==> config.mk <==
export PLATFORM = sky130hd
export DESIGN_NAME = i2s_tx_slave
export DESIGN_NICKNAME = d
export VERILOG_FILES = /design/src/rtl/i2s_tx_slave.sv
export SDC_FILE = /design/constraint.sdc
export NUM_CORES = 1
export LEC_CHECK = 0
export ABC_AREA = 1
export BUFFER_PORTS_ARGS = -buffer_cell sky130_fd_sc_hd__buf_4
export CORE_MARGIN = 4
export CORE_UTILIZATION = 55
export CTS_BUF_LIST = sky130_fd_sc_hd__clkbuf_2
export DETAILED_ROUTE_END_ITERATION = 16
export PLACE_DENSITY = 0.82
export RECOVER_POWER = 100
export SLEW_MARGIN = 25
export SYNTH_ARGS = -nofsm -noshare
export SYNTH_HDL_FRONTEND = slang
export SYNTH_SLANG_ARGS = --single-unit
==> constraint.sdc <==
create_clock -name bclk -period 1.4 [get_ports bclk]
set_clock_uncertainty 0.15 [all_clocks]
set_input_delay 0.14 -clock bclk [delete_from_list [all_inputs] [get_ports bclk]]
set_output_delay 0.14 -clock bclk [all_outputs]
set_load 0.05 [all_outputs]
==> src/rtl/i2s_tx_slave.sv <==
// i2s_tx_slave
// I2S transmitter, slave mode. The codec supplies bclk and lrck; this block
// drives sdata. Stereo samples arrive over a valid/ready handshake into a
// one-pair holding buffer. Each channel word is serialised MSB-first, with the
// MSB on the wire one bclk after every lrck edge (standard I2S alignment).
//
// Build option:
//   I2S_TX_MUTE_ON_UNDERRUN_EN  defined     -> an underrun frame sends all-zero words
//                               not defined -> an underrun frame repeats the last
//                                              successfully transmitted L/R pair
module i2s_tx_slave #(
  parameter int DATA_WIDTH = 16
) (
  input  logic                  bclk,
  input  logic                  rst,
  input  logic                  lrck,
  input  logic [DATA_WIDTH-1:0] l_data,
  input  logic [DATA_WIDTH-1:0] r_data,
  input  logic                  tx_valid,
  output logic                  tx_ready,
  output logic                  sdata,
  output logic                  underrun
);

  // Bit counter only has to reach DATA_WIDTH-1.
  localparam int CNT_W = (DATA_WIDTH > 1) ? $clog2(DATA_WIDTH) : 1;
  localparam logic [CNT_W-1:0] CNT_LAST = CNT_W'(DATA_WIDTH - 1);
  localparam logic [CNT_W-1:0] CNT_ONE  = CNT_W'(1);

  // The block ignores lrck until the first left-channel start after reset,
  // so that the first transmitted word is always a left word.
  typedef enum logic {
    ST_IDLE  = 1'b0,
    ST_ARMED = 1'b1
  } state_t;

  state_t                  state_reg;
  logic                    last_lrck_reg;
  logic                    lrck_fall;
  logic                    lrck_rise;
  logic                    left_start;
  logic                    right_start;

  // Holding buffer: one L/R pair waiting for the next left start.
  logic                    hold_empty_reg;
  logic [DATA_WIDTH-1:0]   hold_l_reg;
  logic [DATA_WIDTH-1:0]   hold_r_reg;

  // Right word of the frame in flight, parked until the rising lrck edge.
  logic [DATA_WIDTH-1:0]   shadow_r_reg;

  // Serialiser.
  logic [DATA_WIDTH-1:0]   shift_reg;
  logic [DATA_WIDTH-1:0]   shift_next;
  logic [CNT_W-1:0]        cnt_reg;
  logic                    sdata_reg;
  logic                    underrun_reg;

  // Words chosen for the frame that starts on this cycle.
  logic [DATA_WIDTH-1:0]   fill_l;
  logic [DATA_WIDTH-1:0]   fill_r;
  logic [DATA_WIDTH-1:0]   load_l;
  logic [DATA_WIDTH-1:0]   load_r;

  // lrck is sampled against its own previous value; a falling edge starts
  // the left channel, a rising edge starts the right channel.
  assign lrck_fall   = last_lrck_reg & ~lrck;
  assign lrck_rise   = ~last_lrck_reg & lrck;

  // A falling edge both arms the block and starts a frame, so it is never
  // gated by the armed state. Rising edges only count once armed.
  assign left_start  = lrck_fall;
  assign right_start = lrck_rise && (state_reg == ST_ARMED);

  assign shift_next  = shift_reg << 1;

  // Register lrck every cycle; reset copies the live level so the first
  // cycle after reset cannot see a false edge.
  always_ff @(posedge bclk) begin
    last_lrck_reg <= lrck;
  end

  // Arming state: idle after reset, armed from the first falling lrck edge.
  always_ff @(posedge bclk) begin
    if (rst) begin
      state_reg <= ST_IDLE;
    end else if (lrck_fall) begin
      state_reg <= ST_ARMED;
    end
  end

`ifdef I2S_TX_MUTE_ON_UNDERRUN_EN
  // Muted build: an underrun frame carries silence on both channels.
  assign fill_l = '0;
  assign fill_r = '0;
`else
  logic [DATA_WIDTH-1:0] last_l_reg;
  logic [DATA_WIDTH-1:0] last_r_reg;

  // Remember the pair most recently taken from the holding buffer so an
  // underrun frame can repeat it instead of clicking to silence.
  always_ff @(posedge bclk) begin
    if (rst) begin
      last_l_reg <= '0;
      last_r_reg <= '0;
    end else if (left_start && !hold_empty_reg) begin
      last_l_reg <= hold_l_reg;
      last_r_reg <= hold_r_reg;
    end
  end

  assign fill_l = last_l_reg;
  assign fill_r = last_r_reg;
`endif

  // Frame source: the buffered pair when there is one, otherwise the
  // underrun fill words.
  always_comb begin
    load_l = fill_l;
    load_r = fill_r;
    if (!hold_empty_reg) begin
      load_l = hold_l_reg;
      load_r = hold_r_reg;
    end
  end

  // Holding buffer and handshake. A left start empties a full buffer; a
  // write is only taken while empty, so a write landing on the same cycle
  // as an underrun left start is kept for the following frame.
  always_ff @(posedge bclk) begin
    if (rst) begin
      hold_empty_reg <= 1'b1;
      hold_l_reg     <= '0;
      hold_r_reg     <= '0;
    end else if (left_start && !hold_empty_reg) begin
      hold_empty_reg <= 1'b1;
    end else if (tx_valid && hold_empty_reg) begin
      hold_empty_reg <= 1'b0;
      hold_l_reg     <= l_data;
      hold_r_reg     <= r_data;
    end
  end

  // Park the right word of the frame that starts on this left edge.
  always_ff @(posedge bclk) begin
    if (rst) begin
      shadow_r_reg <= '0;
    end else if (left_start) begin
      shadow_r_reg <= load_r;
    end
  end

  // Serialiser: a channel start loads a word and drives its MSB at once;
  // the remaining bits follow on consecutive cycles, then the line idles at
  // 0. A new lrck edge always wins, truncating a word still in flight.
  always_ff @(posedge bclk) begin
    if (rst) begin
      shift_reg <= '0;
      cnt_reg   <= '0;
      sdata_reg <= 1'b0;
    end else if (left_start) begin
      shift_reg <= load_l;
      cnt_reg   <= CNT_LAST;
      sdata_reg <= load_l[DATA_WIDTH-1];
    end else if (right_start) begin
      shift_reg <= shadow_r_reg;
      cnt_reg   <= CNT_LAST;
      sdata_reg <= shadow_r_reg[DATA_WIDTH-1];
    end else if (cnt_reg != '0) begin
      shift_reg <= shift_next;
      cnt_reg   <= cnt_reg - CNT_ONE;
      sdata_reg <= shift_next[DATA_WIDTH-1];
    end else begin
      sdata_reg <= 1'b0;
    end
  end

  // Sticky underrun: a frame started with nothing buffered.
  always_ff @(posedge bclk) begin
    if (rst) begin
      underrun_reg <= 1'b0;
    end else if (left_start && hold_empty_reg) begin
      underrun_reg <= 1'b1;
    end
  end

  assign tx_ready = hold_empty_reg;
  assign sdata    = sdata_reg;
  assign underrun = underrun_reg;

endmodule
======== Word-level counts from Yosys, hierarchy flattened ========
Cells that the tools add are included.
word-level totals
  bits in registers ....................... 104
  input bits .............................. 36
  output and inout port bits .............. 3
  word-level logic and storage cells ...... 38
operators by class
  reduce and logical (&&, ||, !) cells .... 9
  add/sub/neg operators ................... 1
  multiplexer cells ....................... 11
  bitwise gates (word level) .............. 5
operator list
  operator             count
  $mux 15              3
  $mux 16              2
  $mux 4               3
  $logic_and 1x1->1    4
  $reduce_bool 4->1    1
  $sub 4x1->4 const B  1
  $mux 1               3
  $not 1->1            3
  $reduce_bool 3->1    1
  $and 1x1->1          2
  $reduce_and 2->1     1
  $reduce_or 2->1      1
  $logic_not 1->1      1

======== Logic depth before layout (Yosys ltp) ========
Gate-level depths: netlist of the first run.
  depth after elaboration ................. 5
  mapped depth ............................ 9
  gate-level depth less buffers ........... 8

======== Worst setup path before layout of the first run ========
No wires, ideal clock.
  path type ............................... register -> register
  from .................................... register hold_empty_reg, in the netlist tx_ready
  to ...................................... register hold_r_reg[10]
  period minus slack after synthesis ...... 1.711 ns
  buffers on the path ..................... 3
  data required time ...................... 1.134 ns
  arrival time ............................ 1.445 ns
  setup time .............................. 0.116 ns
  cell stages (with the launch flop) ...... 7
  slack ................................... -0.311 ns
  path through ............................ dfxtp_1 -> buf_2 -> nand2_1 -> buf_2 -> buf_2 -> o21ai_0 -> nor2_1
between the ends
  longest elaborated chain between the ends .. 4
  elaborated cells on any way between the ends .. 5
  those cells by class .................... 1 x bitwise; 4 x reduce/logical
ends and longest elaborated chain
  element                         RTL line  RTL
  start, declared                 45        logic hold_empty_reg;
  start signal, assigned          132       hold_empty_reg <= 1'b1;
  start signal, assigned          136       hold_empty_reg <= 1'b1;
  start signal, assigned          138       hold_empty_reg <= 1'b0;
  $logic_not 1->1                 135       end else if (left_start && !hold_empty_reg) begin
  $logic_and 1x1->1               135
  $not 1->1 (no line)             -
  $reduce_and 2->1 (no line) (*)  -
  end signal, assigned            140       hold_r_reg <= r_data;
  end, declared                   47        logic [DATA_WIDTH-1:0] hold_r_reg;
Every way passes the cells marked *; elsewhere a longest branch is shown, timed or not.
A chain may end at the register's enable or synchronous reset.

======== Worst setup path in the final report of the first run ========
  from .................................... register hold_empty_reg, in the netlist tx_ready
  to ...................................... output port tx_ready
RTL lines
  element        RTL line  RTL
  end, declared  20        output logic tx_ready,
No word-level cell between the ends.

==> impl_metrics.env, run 1 <==
export IMPL_power_mw=6.54
export IMPL_synth_edff_count=0
export IMPL_numPortBuffers=38
export IMPL_antenna_found_initial=0
export IMPL_timing_final_ws_setup_ps=-195
export IMPL_crit_path_max_incr_delay_ps=440
export IMPL_firstDrtPassIters=5
export IMPL_violations="setup timing"
export IMPL_die_w_um=96.1
export IMPL_timing_critical_path_max_delay_family="flip-flops"
export IMPL_grt_overflow=0
export IMPL_crit_path_frequent_cell="buf_12"
export IMPL_crit_fanout=3
export IMPL_start_util_pct=57.6
export IMPL_ys_ff_latch=104
export IMPL_seq_area_sq_um=2090
export IMPL_ys_flop_type="dfxtp_1"
export IMPL_die_h_um=96.1
export IMPL_rows=31
export IMPL_crit_type="reg -> out"
export IMPL_path_clk_slew_ps=310
export IMPL_route_final_wire_length_um=12700
export IMPL_layout_common_cells="156 x nand2_1, 98 x dfxtp_1, 82 x nor2_1"
export IMPL_cts_root_buf="clkbuf_2"
export IMPL_n_fill_cell=421
export IMPL_grt_pass1_vias=4125
export IMPL_worst_ir_drop_vdd_mv=0.713
export IMPL_endpoint_kind="output pin"
export IMPL_layout_commonest_cell="nand2_1"
export IMPL_synth_cell_type_count=26
export IMPL_hold_class="in -> reg"
export IMPL_io_pins=39
export IMPL_drc_errors=0
export IMPL_outcome="complete, but fails checks"
export IMPL_drive_above_1_share_pct=27.1
export IMPL_clock_sinks=104
export IMPL_p_per_area_nw_per_um2=1120
export IMPL_vias_per_cell=5.62
export IMPL_p_leak_nw=2.32
export IMPL_vias=4460
export IMPL_finalSetupTns_ps=-5510
export IMPL_synth_async_sr_flop_share_pct=0
export IMPL_hold_viol=0
export IMPL_yosysWarnings=0
export IMPL_dieArea_sq_um=9240
export IMPL_drv_cap=0
export IMPL_synth_seq_area_share_pct=48.8
export IMPL_grt_use_total_pct=26.4
export IMPL_grt_max_degree=34
export IMPL_crit_chain="buf_12 -> buf_12"
export IMPL_avgSynthCellArea_sq_um=7.15
export IMPL_nNetsFinal=727
export IMPL_clk_path_buf_depth=2
export IMPL_clkLatencyLatePin_ps=610
export IMPL_critical_path_required_ps=1110
export IMPL_setup_viol=73
export IMPL_post_route_period_util_pct=114
export IMPL_tritoncts="done"
export IMPL_grt_pass1_wl_um=18900
export IMPL_utilization_pct=78.9
export IMPL_pre_cts_ws_ps=-76.9
export IMPL_netlist_instances=597
export IMPL_start_kind="register"
export IMPL_slew_headroom_pct=70.8
export IMPL_htreeDepth=3
export IMPL_slew_viol_final=0
export IMPL_whs_ps=93.5
export IMPL_cp_slowest_cell="dfxtp_4"
export IMPL_ant_nets=0
export IMPL_post_dp_hpwl_um=6600
export IMPL_multi_input_area_sq_um=2120
export IMPL_detail_route_iter0_violations=536
export IMPL_period_needed_ps=1600
export IMPL_critPathArrivalTime_ps=1310
export IMPL_fmax_mhz=627
export IMPL_design_core_area_sq_um=7410
export IMPL_post_drt_wl_per_cell_um=16.1
export IMPL_gp_congestion=0.884
export IMPL_syn_nets=634
export IMPL_path_buf_inv=2
export IMPL_tightestPinTransition_ps=439
export IMPL_rsz0062_at_grt="yes"
export IMPL_syn_area_sq_um=4270
export IMPL_cts_made_buffers=9
export IMPL_syn2layout_area_growth_pct=36.9
export IMPL_diodes=0
==> final cells by class <==
cell class / instances / share of cell area (%)
repair buffers: 114 / 21.0
multi-input cells: 419 / 36.3
clock buffers: 9 / 0.771
inverters: 42 / 2.85
flip-flops and latches: 104 / 35.8
clock inverters: 7 / 1.13
well taps: 99 / 2.12
==> where the power goes <==
| part | total [mW] | leakage, nW | internal (mW) | switching [mW] |
|---|---|---|---|---|
| sequential | 3.36 | 0.852 | 3.21 | 0.148 |
| combinational | 1.80 | 1.40 | 0.817 | 0.981 |
| clock | 1.38 | 0.0676 | 0.278 | 1.10 |
| total | 6.54 | 2.32 | 4.31 | 2.23 |
==> worst reg2reg max path, cell delays in order, from the launching register on <==
cell and delay, ps:
dfxtp_4 440, buf_6 140, nor2_4 220, buf_6 140, buf_8 130, nand2_2 60
a31oi_1 220
==> timing repair <==
item                                   CTS  global route
gates cloned                             6             3
setup buffers                            6            10
pin swaps                                6            40
hold buffers                            35             0
endpoints found under the hold margin  104             0
resized for setup                       33            94
setup endpoints to repair               35           104
==> worst paths after layout <==
kind / startpoint / endpoint / slack (ps) / cells after the start
max: tx_ready$_SDFFE_PP1P_ / tx_ready / -200 / 2
min: tx_valid / tx_ready$_SDFFE_PP1P_ / 90 / 3
max reg2reg: tx_ready$_SDFFE_PP1P_ / shadow_r_reg[11]$_SDFFE_PP0P_ / -180 / 6
min reg2reg: hold_l_reg[4]$_SDFFE_PP0P_ / fill_l[4]$_SDFFE_PP0P_ / 320 / 2
==> synthesized netlist by cell type (2+ instances only) <==
cell type,n,share of area [%]
buf_6,4,1.1
dfxtp_1,104,49
nand3_1,2,0.23
inv_1,37,3.3
inv_2,3,0.26
a21oi_1,66,7.7
clkbuf_1,13,1.1
a31oi_1,16,2.3
buf_2,14,1.6
nand2_4,2,0.53
o21ai_0,48,5.6
buf_4,3,0.53
nor2_2,2,0.29
nor2_1,86,7.6
nand2_1,185,16
nor2_4,2,0.53
==> metrics by stage <==
step | instance area [sq um] | std cells
floorplan | 4300 | 597
global placement | 4760 | 719
detailed placement | 4760 | 719
CTS | 5470 | 782
global route | 5850 | 794
finish | 5850 | 794
==> metal layers <==
metal / up-vias / share of wire [%] / GRT usage [%]
met1: 2050 / 38 / 31.3
met4: 0 / 4.4 / 14.1
met5: - / 0 / 0
met2: 265 / 50 / 45.2
li1: 2089 / - / -
met3: 56 / 7.8 / 4.77
==> logic make-up (layout without fill, tap and decap cells) <==
| family | after synthesis | count (layout) | synth area share [%] |
|---|---|---|---|
| AND/OR/NAND/NOR | 282 | 285 | 26.5 |
| AO/OA/AOI/OAI | 133 | 133 | 16.2 |
| flip-flops | 104 | 104 | 48.8 |
| buffers and inverters | 77 | 172 | 8.24 |
| adder cells (fa/ha/maj) | 1 | 1 | 0.293 |
No activity file was read; power rests on OpenSTA's default activity.
==> run 2: changes to the inputs <==
--- a/config.mk
+++ b/config.mk
@@ -7,11 +7,13 @@
 export LEC_CHECK = 0
 export ABC_AREA = 1
 export BUFFER_PORTS_ARGS = -buffer_cell sky130_fd_sc_hd__buf_4
+export CELL_PAD_IN_SITES_DETAIL_PLACEMENT = 1
+export CELL_PAD_IN_SITES_GLOBAL_PLACEMENT = 1
 export CORE_MARGIN = 4
-export CORE_UTILIZATION = 55
+export CORE_UTILIZATION = 40
 export CTS_BUF_LIST = sky130_fd_sc_hd__clkbuf_2
 export DETAILED_ROUTE_END_ITERATION = 16
-export PLACE_DENSITY = 0.82
+export PLACE_DENSITY = 0.81
 export RECOVER_POWER = 100
 export SLEW_MARGIN = 25
 export SYNTH_ARGS = -nofsm -noshare
==> run 2 against run 1 <==
Against the previous run: the flow still finishes with violations (setup timing); clock power increased by 9%; via count decreased by 8.9%; worst hold slack improved by 26 ps; cell area decreased by 5.1%; non-clock buffer count down 13; critical path depth is the same; highest routed layer unchanged.
==> impl_metrics.env, run 2 (synthesized netlist as in run 1, its figures left out) <==
export IMPL_clock_sinks=104
export IMPL_firstDrtPassIters=4
export IMPL_post_route_period_util_pct=111
export IMPL_p_per_area_nw_per_um2=1180
export IMPL_rows=37
export IMPL_worst_hold_startpoint="lrck"
export IMPL_worst_ir_drop_vdd_mv=0.495
export IMPL_n_fill_cell=1318
export IMPL_fmax_mhz=644
export IMPL_cts_root_buf="clkbuf_2"
export IMPL_syn2layout_area_growth_pct=29.9
export IMPL_io_pins=39
export IMPL_pwr_share_seq_pct=51.3
export IMPL_p_leak_nw=2.18
export IMPL_antenna_found_initial=0
export IMPL_wl_met1_um=5490
export IMPL_crit_path_start="tx_ready$_SDFFE_PP1P_"
export IMPL_violations="setup timing"
export IMPL_grt_pass1_vias=4396
export IMPL_start_kind="register"
export IMPL_numPortBuffers=38
export IMPL_die_w_um=111
export IMPL_detail_route_iter0_violations=146
export IMPL_post_drt_wl_per_cell_um=15.2
export IMPL_nNetsFinal=713
export IMPL_grt_pass1_wl_um=20900
export IMPL_grt_overflow=0
export IMPL_tritoncts="done"
export IMPL_outcome="complete, but fails checks"
export IMPL_drc_errors=0
export IMPL_power_switching_mw=2.15
export IMPL_route_final_wire_length_um=12400
export IMPL_slew_headroom_pct=78.6
export IMPL_comb_power_share_pct=25.5
export IMPL_period_needed_ps=1550
export IMPL_p_int_mw=4.37
export IMPL_drive_above_1_share_pct=19.5
export IMPL_tightestPinTransition_ps=320
export IMPL_layout_commonest_cell="nand2_1"
export IMPL_wl_met2_um=6310
export IMPL_drv_cap=0
export IMPL_wl_met3_um=313
export IMPL_slew_viol_final=0
export IMPL_setup_viol=78
export IMPL_clock_power_share_pct=23.2
export IMPL_crit_type="reg -> out"
export IMPL_path_clk_slew_ps=300
export IMPL_r2r_start="cnt_reg[1]$_SDFFE_PP0P_"
export IMPL_critical_path_required_ps=1110
export IMPL_vias=4063
export IMPL_htreeDepth=3
export IMPL_fin_cells=817
export IMPL_dpl_cell_count=759
export IMPL_layout_common_cells="168 x nand2_1, 98 x dfxtp_1, 82 x nor2_1"
export IMPL_gp_congestion=0.772
export IMPL_clk_path_buf_depth=2
export IMPL_clkLatencyLatePin_ps=630
export IMPL_swShare_pct=33.0
export IMPL_whs_ps=119
export IMPL_endpoint_kind="output pin"
export IMPL_topRoutingLayerUsed="met4"
export IMPL_vias_per_cell=4.97
export IMPL_grt_use_total_pct=20.7
export IMPL_rsz0062_at_grt="yes"
export IMPL_design_core_area_sq_um=10400
export IMPL_critPathArrivalTime_ps=1260
export IMPL_hold_viol=0
export IMPL_post_dp_hpwl_um=8100
export IMPL_dieArea_sq_um=12400
export IMPL_die_h_um=111
export IMPL_crit_fanout=2
export IMPL_grt_max_degree=52
export IMPL_timing_final_ws_setup_ps=-153
export IMPL_ant_nets=0
export IMPL_cts_made_buffers=9
export IMPL_power_mw=6.52
export IMPL_utilization_pct=53.5
export IMPL_start_util_pct=41.2
export IMPL_hold_class="in -> reg"
export IMPL_diodes=0
[run 2: area by class of cell]
class                           instances  area, sq um  area share, %
Clock buffer                            9         45.0          0.812
Clock inverter                          7         76.3           1.38
Inverter                               42          160           2.89
Multi-Input combinational cell        418         1990           35.8
Sequential cell                       104         2090           37.8
Tap cell                              136          170           3.07
Timing Repair Buffer                  101         1010           18.3
[run 2: stage by stage]
step | TNS (ps) | setup WS, ps | area [sq um]
2_1_floorplan | 0 | 11.3 | 4300
3_3_place_gp | 0 | 14.7 | 4860
3_5_place_dp | -281 | -42.4 | 4860
4_1_cts | -2100 | -168 | 5470
5_1_grt | -9920 | -196 | 5550
6_report | -2910 | -153 | 5550
[run 2: final timing paths]
kind	cells after the start	endpoint	slack, ps
setup reg to reg	8	shift_reg[1]$_SDFFE_PP0P_	-90
hold / removal	2	last_lrck_reg$_DFF_P_	120
setup / recovery	2	tx_ready	-150
hold reg to reg	2	fill_l[8]$_SDFFE_PP0P_	300
[run 2: power groups by stage]
stage,logic [mW],registers (mW),clock network (mW)
6_report,1.66,3.35,1.51
5_1_grt,1.86,3.38,1.66
4_1_cts,1.55,3.34,1.54
3_5_place_dp,1.32,3.40,0
3_3_place_gp,1.26,3.39,0
2_1_floorplan,0.893,3.39,0
[run 2: layer usage]
layer | GRT usage (%) | vias to the layer above
met5 | 0 | -
met4 | 8.19 | 0
met3 | 2.51 | 20
met2 | 37.5 | 57
met1 | 24.8 | 1936
li1 | - | 2050
[run 2: critical path: stages (launching register included)]
cell	delay, ps
dfxtp_4	410
buf_6	110
buf_8	140
[run 2: repair_timing]
action                                 in CTS  in global routing
gates resized for setup                    35                 26
hold buffers                               35                  0
pin swaps                                   7                  5
setup endpoints to repair                  58                101
cloned                                      2                  0
buffers inserted                            4                  1
endpoints found under the hold margin     104                  0
==> run 3: changes to the inputs <==
--- a/config.mk
+++ b/config.mk
@@ -10,10 +10,10 @@
 export CELL_PAD_IN_SITES_DETAIL_PLACEMENT = 1
 export CELL_PAD_IN_SITES_GLOBAL_PLACEMENT = 1
 export CORE_MARGIN = 4
-export CORE_UTILIZATION = 40
+export CORE_UTILIZATION = 48
 export CTS_BUF_LIST = sky130_fd_sc_hd__clkbuf_2
 export DETAILED_ROUTE_END_ITERATION = 16
-export PLACE_DENSITY = 0.81
+export PLACE_DENSITY = 0.91
 export RECOVER_POWER = 100
 export SLEW_MARGIN = 25
 export SYNTH_ARGS = -nofsm -noshare
==> constraint.sdc (replaced) <==
create_clock -name bclk -period 1.8 [get_ports bclk]
set_clock_uncertainty 0.15 [all_clocks]
set_input_delay 0.18 -clock bclk [delete_from_list [all_inputs] [get_ports bclk]]
set_output_delay 0.18 -clock bclk [all_outputs]
set_load 0.05 [all_outputs]
==> run 3 against run 2 <==
Against the previous run: the run now ends clean; first-iteration DRC count increased by 45%; count of clock-buffer cells in the layout did not move; non-clock buffer count is 7 lower; combinational power is 36% lower; register-to-register slack better by 190 ps; utilization grew 6.2 points.
==> impl_metrics.env, run 3 (synthesized netlist as in run 1, its figures left out) <==
export IMPL_outcome="finished, final reports clean"
export IMPL_cts_made_buffers=9
export IMPL_grt_max_degree=52
export IMPL_reg2reg_to="shift_reg[0]$_SDFFE_PP0P_"
export IMPL_slew_headroom_pct=60.9
export IMPL_setup_viol=0
export IMPL_hold_viol=0
export IMPL_drc_errors=0
export IMPL_crit_fanout=8
export IMPL_critPathArrivalTime_ps=1430
export IMPL_r2r_start="cnt_reg[0]$_SDFFE_PP0P_"
export IMPL_worst_hold_startpoint="tx_valid"
export IMPL_io_pins=39
export IMPL_htreeDepth=3
export IMPL_antenna_found_initial=0
export IMPL_crit_type="reg -> out"
export IMPL_post_drt_wl_per_cell_um=18.8
export IMPL_firstDrtPassIters=4
export IMPL_layout_common_cells="184 x nand2_1, 103 x dfxtp_1, 86 x nor2_1"
export IMPL_clock_sinks=104
export IMPL_critical_path_required_ps=1470
export IMPL_syn2layout_area_growth_pct=21.3
export IMPL_gp_congestion=0.775
export IMPL_dieArea_sq_um=10500
export IMPL_timing_final_ws_setup_ps=38.9
export IMPL_ant_nets=0
export IMPL_period_needed_ps=1760
export IMPL_layout_commonest_cell="nand2_1"
export IMPL_p_leak_nw=2.09
export IMPL_route_final_wire_length_um=14700
export IMPL_rows=34
export IMPL_drive_above_1_share_pct=12.8
export IMPL_clkLatencyLatePin_ps=630
export IMPL_fin_cells=780
export IMPL_grt_overflow=0
export IMPL_dpl_cell_count=720
export IMPL_diodes=0
export IMPL_die_h_um=102
export IMPL_whs_ps=123
export IMPL_rrSetupSlack_ps=100
export IMPL_drv_cap=0
export IMPL_post_dp_hpwl_um=7970
export IMPL_design_core_area_sq_um=8680
export IMPL_grt_pass1_vias=4524
export IMPL_start_kind="register"
export IMPL_nNetsFinal=704
export IMPL_crit_path_frequent_cell="buf_4"
export IMPL_clk_path_buf_depth=2
export IMPL_vias=4343
export IMPL_numPortBuffers=38
export IMPL_worst_ir_drop_vdd_mv=0.369
export IMPL_stdcell_area_sq_um=5180
export IMPL_crit_chain="buf_4 -> buf_4"
export IMPL_detail_route_iter0_violations=211
export IMPL_hold_class="in -> reg"
export IMPL_vias_per_cell=5.57
export IMPL_endpoint_kind="output pin"
export IMPL_whs_endpoint="tx_ready$_SDFFE_PP1P_"
export IMPL_post_route_period_util_pct=97.8
export IMPL_die_w_um=102
export IMPL_start_util_pct=49.2
export IMPL_path_clk_slew_ps=320
export IMPL_crit_path_max_incr_delay_ps=470
export IMPL_pre_cts_ws_ps=171
export IMPL_grt_pass1_wl_um=22200
export IMPL_holdPathStages=3
export IMPL_reg2reg_depth=7
export IMPL_grt_use_total_pct=27.4
export IMPL_tritoncts="done"
export IMPL_tightestPinTransition_ps=587
export IMPL_slew_viol_final=0
export IMPL_cp_slowest_cell="dfxtp_4"
export IMPL_fmax_mhz=568
export IMPL_p_per_area_nw_per_um2=934
export IMPL_placed_area_sq_um=4630
export IMPL_cts_root_buf="clkbuf_2"
-- run 3: cell types whose count changed in the layout (fill, tap and decap cells not counted), moves of 5 or more --
cell     change
nand2_1     +16
buf_8        -5
o21ai_0     +12
a21oi_1      +5
a21oi_2      -5
dfxtp_1      +5
o21ai_1     -10
buf_12       -6
nand2_2     -15
-- run 3: repair_timing --
item                                   4_1_cts  5_1_grt
buffers inserted                             0        5
setup endpoints to repair                    1        5
gates cloned                                 0        1
hold buffers                                38        0
resized for setup                            1        2
endpoints found under the hold margin       81        0
pin swaps                                    0        2
-- run 3: final cells by class --
class	instances	area (sq um)
Fill cell	1091	3500
Inverter	42	160
Tap cell	108	135
Multi-Input combinational cell	416	1840
Clock buffer	9	45.0
Clock inverter	7	72.6
Sequential cell	104	2090
Timing Repair Buffer	94	842
-- run 3: worst max-delay path: cells and delay by family (launching register included) --
family,cells,cell delay [ps]
buffers and inverters,2,340
flip-flops,1,470
-- run 3: worst max path at each step --
| stage | start | end | slack (ps) | cells after the start |
|---|---|---|---|---|
| final | tx_ready$_SDFFE_PP1P_ | tx_ready | 40 | 2 |
| after global routing | cnt_reg[0]$_SDFFE_PP0P_ | shift_reg[2]$_SDFFE_PP0P_ | -40 | 8 |
| after CTS | tx_ready$_SDFFE_PP1P_ | hold_r_reg[10]$_SDFFE_PP0P_ | 30 | 5 |
| after detailed placement | last_lrck_reg$_DFF_P_ | fill_r[15]$_SDFFE_PP0P_ | 170 | 5 |
| after global placement | cnt_reg[0]$_SDFFE_PP0P_ | shift_reg[0]$_SDFFE_PP0P_ | 240 | 7 |
| after floorplan | tx_ready$_SDFFE_PP1P_ | hold_r_reg[10]$_SDFFE_PP0P_ | 90 | 6 |
-- run 3: per-layer routing --
metal  track usage [%]  part of all wire (%)  vias up
met5                 0                     0        -
met4              12.0                   4.1        0
met3              4.23                   4.3       54
met2              50.6                    53      125
met1              31.0                    39     2136
li1                  -                     -     2028
-- run 3: stage by stage --
| stage | TNS, ps | power, mW | util (%) |
|---|---|---|---|
| finish | 0 | 4.84 | 59.7 |
| floorplan | 0 | 3.30 | - |
| detailed placement | 0 | 3.56 | 53.3 |
| global placement | 0 | 3.48 | 53.3 |
| CTS | 0 | 4.72 | 59.1 |
| global route | -104 | 5.07 | 59.7 |
-- run 3: power breakdown --
group,internal (mW),leakage (nW),switching [mW],total [mW]
clock network,0.231,0.0697,0.921,1.15
registers,2.50,0.851,0.119,2.62
logic,0.414,1.17,0.657,1.07
